<file path="src/rtl/pp_mult_pkg.sv">
// Shared types and constants for the sequential partial-product multiplier.
package pp_mult_pkg;

  localparam int unsigned N_DEFAULT = 4;

  typedef enum logic [1:0] {
    IDLE = 2'd0,
    BUSY = 2'd1,
    DONE = 2'd2
  } state_e;

  // Row-counter width: ceil(log2(n)), never below one bit.
  function automatic int unsigned clog2(input int unsigned n);
    for (int unsigned w = 1; w < 32; w++) begin
      if ((32'd1 << w) >= n) return w;
    end
    return 32;
  endfunction

endpackage

</file>
<file path="src/rtl/pp_row_gen.sv">
// One partial-product row: the multiplicand gated by a single multiplier bit.
module pp_row_gen
  import pp_mult_pkg::*;
#(
  parameter int unsigned N = N_DEFAULT
) (
  input  logic [N-1:0] a,
  input  logic         bsel,
  output logic [N-1:0] row
);

  assign row = a & {N{bsel}};

endmodule

</file>
<file path="src/rtl/pp_seq_mult_ctrl.sv">
// Sequential signed multiplier: one partial-product row accumulated per clock,
// with the multiplier MSB row subtracted for two's-complement weighting.
module pp_seq_mult_ctrl
  import pp_mult_pkg::*;
#(
  parameter int unsigned N = N_DEFAULT
) (
  input  logic            clk,
  input  logic            rst,
  input  logic            in_valid,
  output logic            in_ready,
  input  logic [N-1:0]    a,
  input  logic [N-1:0]    b,
  output logic            out_valid,
  input  logic            out_ready,
  output logic [2*N-1:0]  product,
  output logic            busy
);

  localparam int unsigned PW = 2 * N;
  localparam int unsigned CW = clog2(N);

  state_e          state_q;
  state_e          state_d;
  logic [N-1:0]    a_r;
  logic [N-1:0]    b_r;
  logic [PW-1:0]   acc;
  logic [CW-1:0]   cnt;

  logic [N-1:0]    row_c;
  logic [PW-1:0]   shifted_c;
  logic            last_c;
  logic            accept_c;

  pp_row_gen #(.N(N)) u_row_gen (
    .a    (a_r),
    .bsel (b_r[cnt]),
    .row  (row_c)
  );

  // Sign-extend the row (multiplicand is signed) and align it to its bit weight.
  assign shifted_c = {{N{row_c[N-1]}}, row_c} << cnt;
  assign last_c    = (cnt == CW'(N - 1));
  assign accept_c  = (state_q == IDLE) && in_valid;

  always_ff @(posedge clk) begin
    if (rst) state_q <= IDLE;
    else     state_q <= state_d;
  end

  always_comb begin
    state_d = state_q;
    unique case (state_q)
      IDLE:    if (in_valid)  state_d = BUSY;
      BUSY:    if (last_c)    state_d = DONE;
      DONE:    if (out_ready) state_d = IDLE;
      default:                state_d = IDLE;
    endcase
  end

  // Operand capture and row accumulation; the MSB row carries negative weight.
  always_ff @(posedge clk) begin
    if (rst) begin
      a_r <= '0;
      b_r <= '0;
      acc <= '0;
      cnt <= '0;
    end else if (accept_c) begin
      a_r <= a;
      b_r <= b;
      acc <= '0;
      cnt <= '0;
    end else if (state_q == BUSY) begin
      acc <= last_c ? (acc - shifted_c) : (acc + shifted_c);
      cnt <= cnt + CW'(1);
    end
  end

  assign in_ready  = (state_q == IDLE);
  assign busy      = (state_q == BUSY);
  assign out_valid = (state_q == DONE);
  assign product   = acc;

endmodule

</file>
<file path="config.mk">
export PLATFORM = sky130hd
export DESIGN_NAME = pp_seq_mult_ctrl
export DESIGN_NICKNAME = d
export VERILOG_FILES = /design/src/rtl/pp_mult_pkg.sv /design/src/rtl/pp_row_gen.sv /design/src/rtl/pp_seq_mult_ctrl.sv
export SDC_FILE = /design/constraint.sdc
export NUM_CORES = 1
export LEC_CHECK = 0
export ABC_AREA = 1
export CAP_MARGIN = 20
export CORE_MARGIN = 1.5
export CORE_UTILIZATION = 59
export CTS_BUF_LIST = sky130_fd_sc_hd__clkbuf_8
export DETAILED_ROUTE_END_ITERATION = 7
export PLACE_DENSITY = 0.95
export SYNTH_ARGS = -nofsm -noshare
export SYNTH_HDL_FRONTEND = slang
export SYNTH_SLANG_ARGS = --single-unit
</file>
<file path="constraint.sdc">
create_clock -name clk -period 7.4 [get_ports clk]
set_input_delay 1.11 -clock clk [delete_from_list [all_inputs] [get_ports clk]]
set_output_delay 1.11 -clock clk [all_outputs]
set_load 0.01 [all_outputs]
</file>
# Word-level counts from Yosys, hierarchy flattened
# Index checks and enable logic that the tools add are counted.
# totals
ff_bits	20
latchBits	0
ramBits	0
romBits	0
input_bits	12
output_inout_bits	11
wordCells	28
n_memories	0
# classes
add_sub_neg	3
n_mul	0
div_mod_pow	0
order_cmp	1
eq_ne	6
shift	1
muxes	7
bitwise_logic	1
n_reduce_logical	4
# ops
op	n
$add A8 B8 Y8	1
$mux W8	1
$shl A8 B2 Y8	1
$sub A8 B8 Y8	1
$mux W2	3
$pmux W2 S3	1
$and A4 B4 Y4	1
$eq A2 B2 Y1 const B	2
$ne A2 B1 Y1 const B	2
$lt A2 B3 Y1 const B	1
$reduce_and A3 Y1	1
$add A2 B1 Y2 const B	1
$bmux W1 S2	1
$eq A2 B1 Y1 const B	1
$logic_not A2 Y1	1
$ne A2 B2 Y1 const B	1
$reduce_or A2 Y1	1
$logic_and A1 B1 Y1	1
$mux W1	1

# Logic depth before layout (Yosys ltp)
# depth
ltp_word	6
depth_mapped	26
ltp_nobuf	26

# By module
# Synthesis repeated with hierarchy kept, for this count alone.
# hier_totals
cells_unflattened	206
area_unflattened_um2	1415.1
# by_module_without_submodules
module	instances	cells_per_inst	area_each_um2	seq_area_each_um2
pp_seq_mult_ctrl	1	198	1385.1	400.4
pp_row_gen	1	8	30.0	0.0

# Worst setup path after synthesis
# No wires, ideal clock.
# synth_timing
kind	register to register
startpoint	register cnt[1]
endpoint	register acc[7] (netlist: product[7])
setup_time_ps	113
arrival_ps	2848
required_ps	7287
slack_ps	4439
stages_incl_launch_ff	26
n_path_buf	0
synth_period_minus_slack_ps	2961
cell_sequence	dfxtp_1 > inv_1 > nand3_4 > nand3_1 > nand2_1 > nand2_1 > nor2_1 > inv_1 > ha_1 > nor2_1 > xor2_1 > inv_1 > ha_1 > nand3_1 > nand2_1 > a21oi_1 > o21bai_1 > nand2_1 > nand2_1 > nand2_1 > nand2_1 > nand3_2 > nand2_1 > nor2_1 > nor2_1 > nor2_1
# synth_via
elab_chain_cells	6
word_cells_on_any_way	8
cone_classes	add/sub: 2; eq/ne: 1; shift: 1; mux: 3; bitwise: 1
# synth_rtl
item	line	source
start: declaration	pp_seq_mult_ctrl.sv:28	logic [CW-1:0] cnt;
start signal: assignment	pp_seq_mult_ctrl.sv:75	cnt <= cnt + CW'(1);
$bmux W1 S2	pp_seq_mult_ctrl.sv:37	.bsel (b_r[cnt]),
$mux W1 (not written as such)	pp_seq_mult_ctrl.sv:37	
$and A4 B4 Y4	pp_row_gen.sv:12	assign row = a & {N{bsel}};
$shl A8 B2 Y8	pp_seq_mult_ctrl.sv:42	assign shifted_c = {{N{row_c[N-1]}}, row_c} << cnt;
$add A8 B8 Y8 / $sub A8 B8 Y8 (equally long branches)	pp_seq_mult_ctrl.sv:74	acc <= last_c ? (acc - shifted_c) : (acc + shifted_c);
$mux W8 (*)	pp_seq_mult_ctrl.sv:74	
end signal: assignment	pp_seq_mult_ctrl.sv:74	
end: declaration	pp_seq_mult_ctrl.sv:27	logic [PW-1:0] acc;
# Mark *: on every way between the ends. The rest lies on a longest branch, timed or not. The select of a mux whose other input is x is not followed.
# A chain may end at the register's enable or synchronous reset.

# Final worst setup path
# Ends and elaborated chain as after synthesis.

==> results.json <==
{
  "timing.slew.headroom": 0.3217,
  "placementRows": 17,
  "vias": 1300,
  "maxCapViolations": 0,
  "ctsHtreeMaxLevel": 1,
  "critPathCaptureType": "register",
  "detail_route.drc_violations": 0,
  "postLayoutSetupSlackWorst_ns": 3.840,
  "powerDensity_mw_per_mm2": 191.4,
  "slew_viol_final": 0,
  "post_drt_wl_per_cell_um": 11.11,
  "final_period_minus_worst_setup_slack_ns": 3.560,
  "drt_first_pass_iters": 4,
  "die_area_mm2": 0.002595,
  "yosys_warnings": 0,
  "worst_r2r_path_depth": 25,
  "chipWidth_um": 50.95,
  "peakVddDrop_mv": 0.1503,
  "timing.hold.worst.class": "register to register",
  "number_of_hold_buffers_added_after_cts": 0,
  "most-common-layout-cells": "sky130_fd_sc_hd__nand2_1, sky130_fd_sc_hd__inv_1, sky130_fd_sc_hd__clkdlybuf4s50_1",
  "tightest_slew_ns": 1.014,
  "global_route_wire_length_before_repair_um": 4892,
  "share_of_post_route_cells_with_drive_strength_above_1": 0.08482,
  "port-buffer-count": 22,
  "finClkSkew_ns": 0.006038,
  "detailed_place_hpwl_um": 2049,
  "synth.yosys.seq_area_share": 0.2952,
  "worst-endpoint-arrival_ns": 3.75,
  "timing.final.crit_share": 0.4811,
  "grt_pass1_vias": 1173,
  "worstSkewPairLatency_ns": 0.26,
  "cp.required_ns": 7.59,
  "gp_congestion": 0.8601,
  "synth_area_leaders": "sky130_fd_sc_hd__dfxtp_1, sky130_fd_sc_hd__nand2_1, sky130_fd_sc_hd__ha_1",
  "die_h_um": 50.95,
  "synthDistinctLibCells": 26,
  "sum_of_routed_wire_length_over_all_layers_um": 2800,
  "route.antenna.remaining_nets": 0,
  "global_route.usage.total": 0.2433,
  "antenna_cells_inserted": 0,
  "fmax_mhz": 280.9,
  "maximum_count_of_clock_buffers_along_a_single_path": 2,
  "layout.cells.most_common": "sky130_fd_sc_hd__nand2_1",
  "grt_start_max_net_pins": 17,
  "grt_overflow": 0,
  "fin_tns_setup_ns": 0,
  "routed_via_density": 5.159,
  "synth_cells": 201,
  "post-synth-top-area-fraction": 0.2952,
  "floorplan.io_pins": 23,
  "fillers": 160,
  "cts_sinks": 20,
  "setup.worst_path.class": "register to register",
  "number_of_hold_violations_in_the_final_report": 0,
  "power_leakage_uw": 0.0007827,
  "area.growth.synth_to_final_pct": 22.05,
  "cts_made_buffers": 3,
  "synth.ff_latch_count": 20,
  "syn_area_per_cell_um2": 6.748,
  "starting_utilization_of_the_core_area": 0.6191,
  "post-cts-setup-buffer-count": 0,
  "detail_route.iter0.violations": 32,
  "synth_fp_nets": 223,
  "dp_worst_setup_slack_ns": 4.034,
  "layout.nets": 247,
  "holdPathStages": 2,
  "worstPathMaxFanout": 7,
  "synth_area_mm2": 0.001356,
  "path_clk_slew_ns": 0.07,
  "initial_antenna_violation_count": 0,
  "final-setup-viol-count": 0,
  "clockRootBuffer": "sky130_fd_sc_hd__clkbuf_8",
  "cts_resized": 0,
  "grt_setup_unrepaired": "false",
  "kind_of_start_point_of_the_critical_path": "register",
  "post-synth-top-area-cell": "sky130_fd_sc_hd__dfxtp_1",
  "core_area_mm2": 0.002191,
  "run_status": "completed",
  "cts_tree": "built"
}
==> path summary, 6_finish.rpt <==
path	start	end	slack [ns]
worst max register to register	cnt[1]	product[7]	3.84
worst min-delay path	a_r[2]	a_r[2]	0.47
worst max-delay path	cnt[1]	product[7]	3.84
worst min register to register	a_r[2]	a_r[2]	0.47
==> through the flow <==
| step | utilization | area, um2 | cells | total power, uW | hold slack (ns) |
|---|---|---|---|---|---|
| after detailed placement | 0.7304 | 1600 | 248 | 233.2 | 0.4608 |
| after floorplan | - | 1356 | 201 | 204.8 | 0.4454 |
| after CTS | 0.7556 | 1655 | 252 | 317.6 | 0.4727 |
| final | 0.7556 | 1655 | 252 | 316.9 | 0.4720 |
| after global routing | 0.7556 | 1655 | 252 | 341.1 | 0.4997 |
| after global placement | 0.7304 | 1600 | 248 | 229.4 | 0.4577 |
==> state kept, by name, indices dropped and copies added (netlist names) <==
name and count:
a_r 4, b_r 4, cnt 2, product 8, state_q 2
==> critical path, stage by stage (launching register included) <==
cell                       delay [ns]
sky130_fd_sc_hd__dfxtp_1         0.46
sky130_fd_sc_hd__inv_1           0.19
sky130_fd_sc_hd__nand3_4         0.14
sky130_fd_sc_hd__nand3_1         0.09
sky130_fd_sc_hd__nand2_1         0.08
sky130_fd_sc_hd__nand2_1         0.06
sky130_fd_sc_hd__nor2_1          0.19
sky130_fd_sc_hd__inv_1           0.10
sky130_fd_sc_hd__ha_1            0.22
sky130_fd_sc_hd__nor2_1          0.13
sky130_fd_sc_hd__xor2_1          0.20
sky130_fd_sc_hd__inv_1           0.07
sky130_fd_sc_hd__ha_1            0.32
sky130_fd_sc_hd__a21oi_1         0.16
sky130_fd_sc_hd__nand2_1         0.11
sky130_fd_sc_hd__a21oi_1         0.18
sky130_fd_sc_hd__o21bai_1        0.11
sky130_fd_sc_hd__nand2_1         0.07
sky130_fd_sc_hd__nand2_1         0.05
sky130_fd_sc_hd__nand2_1         0.05
sky130_fd_sc_hd__nand2_1         0.09
sky130_fd_sc_hd__nand3_2         0.09
sky130_fd_sc_hd__nand2_1         0.05
sky130_fd_sc_hd__nor2_1          0.12
sky130_fd_sc_hd__nor2_1          0.05
sky130_fd_sc_hd__nor2_1          0.09
==> Yosys cell counts <==
cell / number
sky130_fd_sc_hd__nand2_1: 56
sky130_fd_sc_hd__inv_1: 26
sky130_fd_sc_hd__dfxtp_1: 20
sky130_fd_sc_hd__a21oi_1: 19
sky130_fd_sc_hd__nor2_1: 18
sky130_fd_sc_hd__ha_1: 9
sky130_fd_sc_hd__o21ai_0: 9
sky130_fd_sc_hd__nand3_1: 7
sky130_fd_sc_hd__xor2_1: 7
sky130_fd_sc_hd__nand2_2: 5
sky130_fd_sc_hd__nand3_2: 5
sky130_fd_sc_hd__clkbuf_1: 3
sky130_fd_sc_hd__inv_2: 2
sky130_fd_sc_hd__nand4_1: 2
sky130_fd_sc_hd__xnor2_1: 2
sky130_fd_sc_hd__a21o_1: 1
sky130_fd_sc_hd__a31oi_1: 1
sky130_fd_sc_hd__clkinv_1: 1
sky130_fd_sc_hd__fa_1: 1
sky130_fd_sc_hd__nand3_4: 1
sky130_fd_sc_hd__nor2_2: 1
sky130_fd_sc_hd__nor2_4: 1
sky130_fd_sc_hd__nor3_1: 1
sky130_fd_sc_hd__o21a_1: 1
sky130_fd_sc_hd__o21bai_1: 1
sky130_fd_sc_hd__o221ai_1: 1
==> per-layer routing <==
| layer | GRT usage | routed length (um) | vias to the layer above |
|---|---|---|---|
| li1 | - | - | 687 |
| met2 | 0.4004 | 1345 | 29 |
| met5 | 0 | 0 | - |
| met1 | 0.3254 | 1351 | 582 |
| met4 | 0.08108 | 19 | 0 |
| met3 | 0.03509 | 83 | 2 |
==> layout make-up <==
type / instances / area (um2) / share of cell area
Multi-Input combinational cell: 149 / 835.8 / 0.5049
Inverter: 29 / 108.9 / 0.06576
Clock buffer: 4 / 55.05 / 0.03326
Timing Repair Buffer: 22 / 220.2 / 0.1330
Sequential cell: 20 / 400.4 / 0.2419
Tap cell: 28 / 35.03 / 0.02116
==> power by group <==
part           switching (uW)  internal, uW  total [uW]
Combinational            64.8          48.9         114
Clock                    36.3          47.3        83.6
Sequential               5.26           114         120
==> cell families (layout without fill, tap and decap cells) <==
| logic type | Yosys count | in the layout | share of synthesized area |
|---|---|---|---|
| flops | 20 | 20 | 0.2952 |
| compound gates | 33 | 33 | 0.1310 |
| buf+inv | 32 | 55 | 0.08856 |
| fa+ha+maj | 10 | 10 | 0.09779 |
| simple gates | 97 | 97 | 0.3293 |
| xor+xnor | 9 | 9 | 0.05812 |
Power figures use the tool's default switching activity.
==> patch 1: new RTL, config.mk and constraints unchanged <==
Make the reset (`rst`) asynchronous in 2 clocked blocks.
--- a/src/rtl/pp_seq_mult_ctrl.sv
+++ b/src/rtl/pp_seq_mult_ctrl.sv
@@ -45,3 +45,3 @@
 
-  always_ff @(posedge clk) begin
+  always_ff @(posedge clk or posedge rst) begin
     if (rst) state_q <= IDLE;
@@ -61,3 +61,3 @@
   // Operand capture and row accumulation; the MSB row carries negative weight.
-  always_ff @(posedge clk) begin
+  always_ff @(posedge clk or posedge rst) begin
     if (rst) begin
Check against the original RTL: differs if rst is asserted again (counterexample within 4 cycles, from zero or initial values and one cycle with rst high); with rst held inactive, the same outputs for 10 cycles.
==> patch 1 against the unedited design <==
  * Routed wire length is 13% higher
  * Synthesized area increased by 3.3%
  * Sequential cell count stayed put
  * Highest routed layer unchanged
  * Critical endpoint is now product[7]
  * Setup slack improved by 0.16 ns
  * Final area up 4.4%
Power is left out: the tool's default activity adds up to more than one toggle a clock period on the data nets, which glitch-free logic cannot reach.
==> patch 1: results (changes against the unedited design) <==
metric	value	unit	change
outcome	finished, final reports clean		unchanged
synth_common_cells	nand2_1, inv_1, dfrtp_1		was nand2_1, inv_1, dfxtp_1
grtUsageTotal	27.9	%	was 24.3%
synth.yosys.seq_area_share	35.7	%	was 29.5%
slowest_stage	dfrtp_1		was dfxtp_1
ys.flop_type	dfrtp_1		was dfxtp_1
drive_above_1_share	13.4	%	was 8.48%
buffers	22		unchanged
ctsHtreeMaxLevel	1		unchanged
nMultiInputCombCells	125		was 149
slew_headroom	49.8	%	was 32.2%
vias	1264		was 1300
fill_cells	169		was 160
routabilityCongestion	0.924		was 0.860
grt_max_degree	21		was 17
nClkBuffers	3		was 4
arrival	3.61	ns	was 3.75 ns
r2r_setup_slack	4.00	ns	was 3.84 ns
viasPerCell	5.52		was 5.16
multi_input_area_share	45.6	%	was 50.5%
first_pass_iters	4		unchanged
dp_cells	225		was 248
routedWlPerCell	13.8	um	was 11.1 um
grt_pass1_wl	5540	um	was 4890 um
skew	0.00289	ns	was 0.00604 ns
diodes	0		unchanged
cts_resized	0		unchanged
place_hpwl	2330	um	was 2050 um
fin_hold_ws	0.516	ns	was 0.472 ns
fin_nets	224		was 247
numClockSinks	20		unchanged
syn-num-nets	197		was 223
yosys_warnings	0		unchanged
worstPathMaxFanout	8		was 7
antenna_found_initial	0		unchanged
nonClkBufAreaFrac	12.7	%	was 13.3%
drtIter0Drc	15		was 32
postSynth.asyncResetShare	100	%	was 0%
largest_register_ffs	8		unchanged
numPortBuffers	22		unchanged
path_clk_slew	0.08	ns	
crit_family	simple AND/OR/NAND/NOR gates		unchanged
clkCellAreaFrac	4.13	%	was 3.33%
critPathMaxStageDelay	0.46	ns	about the same
n_all_inverters	30		was 29
syn_to_final_growth	23.3	%	was 22.0%
cts_root_buf	clkbuf_8		unchanged
cts.path.max_buffers	2		unchanged
netlist_top_cells_area	dfrtp_1, nand2_1, ha_1, inv_1, mux2_2		was dfxtp_1, nand2_1, ha_1, inv_1, a21oi_1
seq_area	500	um^2	was 400 um^2
postCtsSetupRepairBufs	0		unchanged
hold_path.class	flop to flop		unchanged
worstSkewPairLatency	0.27	ns	
synth.distinct_cells	24		was 26
syn_inst	175		was 201
==> patch 1: cell types whose count changed after synthesis, sizes merged, moves of 3 or more <==
cell | before | now
clkbuf | 3 | 0
mux2 | 0 | 8
a21oi | 19 | 7
xor2 | 7 | 4
nor2 | 20 | 13
dfxtp | 20 | 0
o21ai | 9 | 14
o22ai | 0 | 3
nand2 | 61 | 44
dfrtp | 0 | 20
==> patch 1: logic make-up after synthesis <==
group | count (synthesis) | synth area share, %
multiplexers | 8 | 6.43
flip-flops | 20 | 35.7
XOR/XNOR | 6 | 3.75
AO/OA/AOI/OAI | 27 | 10.4
adder cells (fa/ha/maj) | 10 | 9.46
AND/OR/NAND/NOR | 74 | 26.2
buffers and inverters | 30 | 8.04
==> patch 1: routing by layer <==
metal / GRT usage (%) / up-vias / wire, um
met2: 51.1 / 40 / 1700
li1: - / 621 / -
met5: 0 / - / 0
met3: 5.17 / 14 / 125
met1: 29.5 / 589 / 1230
met4: 16.7 / 0 / 104
==> patch 1: worst min-delay path, delay by kind of cell, from the launching register on <==
| kind | cells | cell delay (ns) |
|---|---|---|
| simple gates | 2 | 0.12 |
| flops | 1 | 0.37 |
==> patch 1: final timing paths <==
| path | cells after the start | end | from |
|---|---|---|---|
| worst min-delay path | 2 | product[7] | product[7] |
| worst min register to register | 2 | product[7] | product[7] |
| worst max register to register | 22 | product[7] | cnt[0] |
| min in group asynchronous | 2 | b_r[0] | rst |
| worst max-delay path | 22 | product[7] | cnt[0] |
| max in group asynchronous | 2 | product[6] | rst |
==> patch 1: through the flow <==
stage,instance area (um^2),setup WS (ns)
floorplan,1400,4.54
global placement,1660,4.29
detailed placement,1660,4.17
CTS,1730,4.04
global route,1730,3.65
finish,1730,4.00
==> patch 2: new RTL, config.mk and constraints unchanged <==
Made on the original files. Set the package constant `N_DEFAULT` to 5 (it was 4).
--- a/src/rtl/pp_mult_pkg.sv
+++ b/src/rtl/pp_mult_pkg.sv
@@ -3,3 +3,3 @@
 
-  localparam int unsigned N_DEFAULT = 4;
+  localparam int unsigned N_DEFAULT = 5;
 
Interface: changed (resized a, b and product); port bits go from 23 to 27. No check against the original RTL was run, so the function may have changed too.
==> patch 2 against the unedited design <==
  * First-iteration DRC count rose to 2.8 times the old value
  * Maximum frequency fell by 12%
  * Routed wire length up 44%
  * Final area rose by 33%
  * Total power rose by 29%
  * Sequential cell count increased by 5
  * Synthesized area rose by 39%
  * Critical endpoint is now product[9]
  * Largest power group is now combinational logic
  * Count of clock-buffer cells in the layout down 1
  * Non-clock buffer count rose by 4
  * Sequential share of layout area decreased by 1.4 points
  * Setup slack got worse by 0.47 ns
==> patch 2: results (changes against the unedited design) <==
metric	value	unit	change
outcome	finished, final reports clean		unchanged
routabilityCongestion	0.886		was 0.860
numPortBuffers	26		was 22
grt_pass1_wl	7090	um	was 4890 um
worst_pin_slew	0.721	ns	was 1.01 ns
largest_register_ffs	10		was 8
grt_max_degree	20		was 17
grt_pass1_vias	1802		was 1173
skew	0.0125	ns	was 0.00604 ns
drive_above_1_share	8.50	%	was 8.48%
place_hpwl	3090	um	was 2050 um
path_clk_slew	0.10	ns	was 0.07 ns
leakagePower	1.06	nW	was 0.783 nW
worstPathMaxFanout	11		was 7
synth.distinct_cells	31		was 26
netlist_top_cells_area	dfxtp_1, nand2_1, ha_1, inv_1, nand3_1		was dfxtp_1, nand2_1, ha_1, inv_1, a21oi_1
grtUsageTotal	25.7	%	was 24.3%
vdd_drop_max	0.000127	V	was 0.000150 V
drtIter0Drc	89		was 32
viasPerCell	5.39		was 5.16
fin_nets	334		was 247
routed_wirelength	4040	um	was 2800 um
critPathMaxStageDelay	0.62	ns	was 0.46 ns
synth-seq-cells	25		was 20
synth.yosys.seq_area_share	26.6	%	was 29.5%
## patch 2: path summary, 6_finish.rpt
check	startpoint	end	slack, ns	depth (start not counted)
worst min-delay path	b_r[3]	b_r[3]	0.48	2
worst min register to register	b_r[3]	b_r[3]	0.48	2
worst max-delay path	cnt[0]	product[9]	3.37	26
worst max register to register	cnt[0]	product[9]	3.37	26
## patch 2: metal layers
layer / GRT usage [%] / part of all wire (%)
met1: 27.2 / 42
met2: 49.1 / 53
met3: 4.59 / 4.2
met4: 10.4 / 1.3
met5: 0 / 0
## patch 2: metrics by stage
stage,worst slack [ns],cell area (um^2),hold WS [ns],instances,util [%]
2_1_floorplan,4.11,1880,0.437,284,-
3_5_place_dp,3.53,2140,0.459,346,70.8
6_report,3.37,2190,0.475,350,72.4
3_3_place_gp,3.75,2140,0.461,346,70.8
5_1_grt,2.82,2190,0.502,350,72.4
4_1_cts,3.46,2190,0.475,350,72.4
## patch 2: cell families after synthesis
family | synth area share, %
xor+xnor | 6.06
compound gates | 12.1
flops | 26.6
fa+ha+maj | 9.05
simple gates | 35.0
buf+inv | 11.3
## patch 2: layout make-up
class | count | area [um^2]
Multi-Input combinational cell | 210 | 1170
Clock buffer | 3 | 41.3
Clock inverter | 1 | 7.51
Timing Repair Buffer | 26 | 260
Tap cell | 44 | 55.1
Fill cell | 234 | 835
Sequential cell | 25 | 500
Inverter | 41 | 161
## patch 2: worst min-delay path, stage by stage, from the launching register on
cell and delay, ns:
dfxtp_1 0.30, inv_1 0.06, a211oi_1 0.07
## patch 2: power breakdown
group | internal [mW] | switching (mW)
logic | 0.0721 | 0.100
registers | 0.143 | 0.00742
clock network | 0.0383 | 0.0480
